$ cat src/rtl/skolem_check_sequencer.sv
// Exhaustive sequencer: walks all 2^N_IN assignments through a Skolem block, counts spec failures.
// Optional build macro SKC_STOP_ON_FAIL_EN ends the run at the first failing assignment.
module skolem_check_sequencer #(
  parameter int N_IN   = 3,
  parameter int N_OUT  = 3,
  parameter int SETTLE = 1,
  parameter int CNT_W  = 8
) (
  input  logic             clk,
  input  logic             rst,
  input  logic             start,
  input  logic             abort,
  output logic [N_IN-1:0]  sk_x,
  input  logic [N_OUT-1:0] sk_y,
  output logic [N_IN-1:0]  spec_x,
  output logic [N_OUT-1:0] spec_y,
  input  logic             spec_ok,
  output logic             busy,
  output logic             done,
  output logic             pass,
  output logic [CNT_W-1:0] fail_cnt,
  output logic             cex_valid,
  output logic [N_IN-1:0]  cex_x,
  output logic [N_OUT-1:0] cex_y
);

  typedef enum logic [2:0] {
    S_IDLE, S_DRIVE, S_WAIT, S_CAPTURE, S_CHECK, S_DONE
  } state_t;

  localparam int              SETTLE_M1 = (SETTLE > 0) ? SETTLE - 1 : 0;
  localparam logic [3:0]      SETTLE_LD = SETTLE_M1[3:0];
  localparam logic [N_IN-1:0] X_ONE     = 1;
  localparam logic [CNT_W-1:0] CNT_ONE  = 1;

  state_t             r_state, w_next;
  logic [3:0]         r_settle;
  logic [N_IN-1:0]    r_sk_x, r_spec_x, r_cex_x;
  logic [N_OUT-1:0]   r_spec_y, r_cex_y;
  logic [CNT_W-1:0]   r_fail_cnt;
  logic               r_pass, r_cex_valid;
  logic               w_last, w_stop, w_abort;

  assign w_last  = &r_sk_x;
  assign w_abort = abort && (r_state != S_IDLE);
`ifdef SKC_STOP_ON_FAIL_EN
  assign w_stop  = w_last || !spec_ok;
`else
  assign w_stop  = w_last;
`endif

  // NOTE: state and datapath registers use non-blocking assignments so every
  // flop samples pre-edge values regardless of block ordering.
  always_ff @(posedge clk or posedge rst) begin
    if (rst) r_state <= S_IDLE;
    else     r_state <= w_next;
  end

  // NOTE: w_next gets a default before the case so no path leaves it unassigned (no latch).
  always_comb begin
    w_next = r_state;
    case (r_state)
      S_IDLE:    if (start && !abort) w_next = S_DRIVE;
      S_DRIVE:   w_next = (SETTLE == 0) ? S_CAPTURE : S_WAIT;
      S_WAIT:    if (r_settle == 4'd0) w_next = S_CAPTURE;
      S_CAPTURE: w_next = S_CHECK;
      S_CHECK:   w_next = w_stop ? S_DONE : S_DRIVE;
      S_DONE:    w_next = S_IDLE;
      default:   w_next = S_IDLE;
    endcase
    if (w_abort) w_next = S_IDLE;
  end

  always_ff @(posedge clk or posedge rst) begin
    if (rst) begin
      r_settle    <= '0;
      r_sk_x      <= '0;
      r_spec_x    <= '0;
      r_spec_y    <= '0;
      r_fail_cnt  <= '0;
      r_pass      <= 1'b0;
      r_cex_valid <= 1'b0;
      r_cex_x     <= '0;
      r_cex_y     <= '0;
    end else if (w_abort) begin
      // Partial fail_cnt and counterexample are kept for post-mortem.
      r_pass <= 1'b0;
    end else begin
      case (r_state)
        S_IDLE: begin
          if (start && !abort) begin
            r_sk_x      <= '0;
            r_fail_cnt  <= '0;
            r_cex_valid <= 1'b0;
            r_pass      <= 1'b0;
          end
        end
        S_DRIVE: r_settle <= SETTLE_LD;
        S_WAIT:  if (r_settle != 4'd0) r_settle <= r_settle - 4'd1;
        S_CAPTURE: begin
          r_spec_x <= r_sk_x;
          r_spec_y <= sk_y;
        end
        S_CHECK: begin
          if (!spec_ok) begin
            if (r_fail_cnt != '1) r_fail_cnt <= r_fail_cnt + CNT_ONE;
            if (!r_cex_valid) begin
              r_cex_valid <= 1'b1;
              r_cex_x     <= r_spec_x;
              r_cex_y     <= r_spec_y;
            end
          end
          // pass is resolved on the way into DONE so it is valid alongside the done pulse.
          if (w_stop) r_pass <= (r_fail_cnt == '0) && spec_ok;
          else        r_sk_x <= r_sk_x + X_ONE;
        end
        default: ;
      endcase
    end
  end

  assign sk_x      = r_sk_x;
  assign spec_x    = r_spec_x;
  assign spec_y    = r_spec_y;
  assign busy      = (r_state != S_IDLE);
  assign done      = (r_state == S_DONE);
  assign pass      = r_pass;
  assign fail_cnt  = r_fail_cnt;
  assign cex_valid = r_cex_valid;
  assign cex_x     = r_cex_x;
  assign cex_y     = r_cex_y;

endmodule

$ cat config.mk
export PLATFORM = sky130hd
export DESIGN_NAME = skolem_check_sequencer
export DESIGN_NICKNAME = d
export VERILOG_FILES = /design/src/rtl/skolem_check_sequencer.sv
export SDC_FILE = /design/constraint.sdc
export NUM_CORES = 1
export LEC_CHECK = 0
export CAP_MARGIN = 5
export CORE_MARGIN = 1.5
export CORE_UTILIZATION = 50
export CTS_CLUSTER_DIAMETER = 150
export DETAILED_ROUTE_END_ITERATION = 8
export GPL_TIMING_DRIVEN = 0
export PLACE_DENSITY = 0.79
export SYNTH_ARGS = -nofsm -noshare
export SYNTH_HDL_FRONTEND = slang
export SYNTH_SLANG_ARGS = --single-unit
$ cat constraint.sdc
create_clock -name clk -period 2.5 [get_ports clk]
set_clock_uncertainty 0.15 [all_clocks]
set_input_delay 0.5 -clock clk [delete_from_list [all_inputs] [get_ports clk]]
set_output_delay 0.5 -clock clk [all_outputs]
set_load 0.05 [all_outputs]
==> summary.md <==
| Metric | Value |
|---|---|
| Total CTS buffers | `5` |
| Seq/Total Area, Yosys | `47.83%` |
| IO Pins | `35` |
| DIE AREA | `3705 µm²` |
| Nets | `207` |
| Starting Density | `53.52%` |
| Tightest Pin Transition | `0.8402 ns` |
| Site Rows | `20` |
| Clk slew on worst S/H paths | `0.10 ns` |
| CTS max path bufs | `2` |
| Worst R2R Path Depth | `6` |
| Max-slew violations | `0` |
| EDFF count, synth | `0` |
| DRC | `0` |
| Switch share | `36.03%` |
| Area grow syn2layout | `29.22%` |
| Fin worst setup slack | `0.1416 ns` |
| CP endpoint kind | `primary output` |
| Final period util | `94.34%` |
| Final wirelength | `3.604 mm` |
| RSZ-0062 raised after global routing | `false` |
| Via count | `1,358` |
| Post-DP HPWL | `2.593 mm` |
| Startpoint types | `flop` |
| # port buffers | `34` |
| Crit path cell chain | `clkbuf_2, or3_1, buf_2` |
| Pin count of the biggest net entering global routing | `33` |
| Combinational share of power | `32.7%` |
| DR vias/cell | `5.706` |
| Sw power | `551.4 µW` |
| WP data arrival | `1.71 ns` |
| Initial antenna violation count | `0` |
| Cells after Synth | `151` |
| GP Congestion | `0.8038` |
| Clk pwr share | `25.6%` |
| Antenna diodes | `0` |
| Hold Crit Class | `flop to flop` |
| CTS tree | `done` |
| Worst-Skew Late Latency | `0.34 ns` |
| Post-CTS Setup Bufs | `0` |
| Mapped Area | `1674 µm²` |
| Status | `finished clean` |
| Chip width | `60.87 µm` |
| Top-count cell post-synth | `dfrtp_1` |
| Final hold violations | `0` |
| FILL cells | `249` |
| Grt total ovfl | `0` |
| CP Data Required Time | `1.85 ns` |
| Slew headroom | `43.87%` |
| Synth area leader | `dfrtp_1` |
| Pre-CTS setup slack | `-0.004744 ns` |
| GRT Total Usage | `21.47%` |
| Share of the synthesized area in the top cell type | `47.83%` |
| Top_reg_cell synth | `dfrtp_1` |
| H-Tree Level Count | `2` |
| Pint | `978.8 µW` |
| Post-Syn Area per Cell | `11.09 µm²` |
| Cell leakage power | `0.9631 nW` |
| Register share of total power | `41.7%` |
| Distinct cells, synth | `44` |
| Pre-antenna DRT Iters | `5` |
| First-pass GRT wire length | `5.740 mm` |
| Vias in the first global route | `1,303` |
| Share of cells above drive strength 1 | `13.92%` |
| Commonest cells in the netlist | `dfrtp_1 (32), a21oi_1 (10), nand2_1 (9)` |
| Synth warn | `0` |
| CP max stage delay | `0.48 ns` |
| Asr flop ratio synth | `100.0%` |
| Hold_ws | `0.3650 ns` |
| WHS Path Cells | `1` |
| Slowest library cell on the worst path | `dfrtp_1` |
| Fmax | `0.4240 GHz` |
| CP Class | `flop to primary output` |
| Root Driver | `clkbuf_4` |
| Final setup vio count | `0` |
| Max-cap violation count | `0` |
| Synthesis-stage register bit count | `32` |
| Worst-path fanout max | `10` |
| Synth top area cells | `dfrtp_1 (48%), mux2_4 (5.4%), mux2_1 (4.7%)` |
| Post-CTS Hold Buffers | `0` |
| Core Area | `3128 µm²` |
| Cell Pwr Density | `707.3 nW/µm²` |
| Initial DRC count | `38` |
| Min Clock Period, post-route | `2.358 ns` |
| Setup TNS | `0 ns` |
| Clk sinks | `32` |
| Chip height | `60.87 µm` |
| VDD IR max | `0.5695 mV` |
| Synth Net Count | `165` |
| WL per Instance | `15.14 µm` |
| DRT antenna net count | `0` |
[per-stage QoR]
stage | total power, mW | std cells | instance area, µm² | util, %
2_1_floorplan | 0.9910 | 151 | 1674 | -
3_3_place_gp | 1.120 | 229 | 2069 | 66.16
3_5_place_dp | 1.148 | 229 | 2069 | 66.16
4_1_cts | 1.539 | 237 | 2153 | 68.84
5_1_grt | 1.609 | 238 | 2163 | 69.16
6_report | 1.530 | 238 | 2163 | 69.16
[registers in the layout (all words and copies together), names as in the netlist]
name / cells
r_state: 3
cex_x: 3
cex_y: 3
cex_valid: 1
pass: 1
r_settle: 4
sk_x: 3
fail_cnt: 8
spec_y: 3
spec_x: 3
[layout make-up]
| type | count | area [µm²] | share of cell area [%] |
|---|---|---|---|
| plain buffers | 5 | 23.77 | 1.099 |
| clock buffers | 5 | 37.54 | 1.735 |
| clock inverters | 3 | 42.54 | 1.966 |
| inverters | 8 | 30.03 | 1.388 |
| multi-input cells | 106 | 822.0 | 38.00 |
| flip-flops and latches | 32 | 800.8 | 37.02 |
| well taps | 44 | 55.05 | 2.545 |
| repair buffers | 35 | 351.6 | 16.25 |
[worst paths after layout]
kind,start,slack (ns),endpoint
worst max-delay path,r_state[2],0.14,busy
worst min-delay path,pass,0.36,pass
worst max register to register,r_settle[0],0.36,r_settle[3]
worst min register to register,pass,0.36,pass
max in group asynchronous,rst,1.25,sk_x[1]
min in group asynchronous,rst,0.41,r_state[0]
[cell families after synthesis]
family / Yosys count / synth area share [%]
adder cells (fa/ha/maj): 6 / 4.484
XOR/XNOR: 1 / 0.5233
AND/OR/NAND/NOR: 46 / 16.22
buffers and inverters: 13 / 3.064
multiplexers: 14 / 10.76
flip-flops: 32 / 47.83
AO/OA/AOI/OAI: 39 / 17.12
[repair_timing]
item / 4_1_cts / 5_1_grt
resized for setup: 7 / 4
gates cloned: 0 / 0
endpoints found under the setup margin: 2 / 2
pin swaps: 0 / 0
[metal layers]
metal | share of wire [%] | track usage (%)
met2 | 49 | 35.79
met5 | 0 | 0
met3 | 4.7 | 6.397
met1 | 45 | 25.38
met4 | 1.8 | 10.25
[power by group through the flow]
stage | Combinational (mW) | Clock, mW | Sequential, mW
finish | 0.501 | 0.392 | 0.637
global route | 0.542 | 0.423 | 0.645
CTS | 0.502 | 0.400 | 0.638
detailed placement | 0.501 | 0 | 0.647
global placement | 0.479 | 0 | 0.640
floorplan | 0.232 | 0 | 0.759
[critical path: cells and delay by family (launching register included)]
kind | cells | cell delay (ns)
buf+inv | 2 | 0.46
flops | 1 | 0.48
simple gates | 1 | 0.43
[cell usage in the layout, fill, tap and decap left out, drive strengths merged, types with 3 or more instances in the layout]
master          n
nand2           9
clkdlybuf4s50  32
a32o            3
nor2            8
a22o            3
dfrtp          32
o21ai           6
mux2           14
nand3           3
o31ai           4
ha              6
inv             8
clkbuf          8
nor3            7
a31oi           4
a21oi          10
buf             4
No activity file was read; power rests on OpenSTA's default activity.
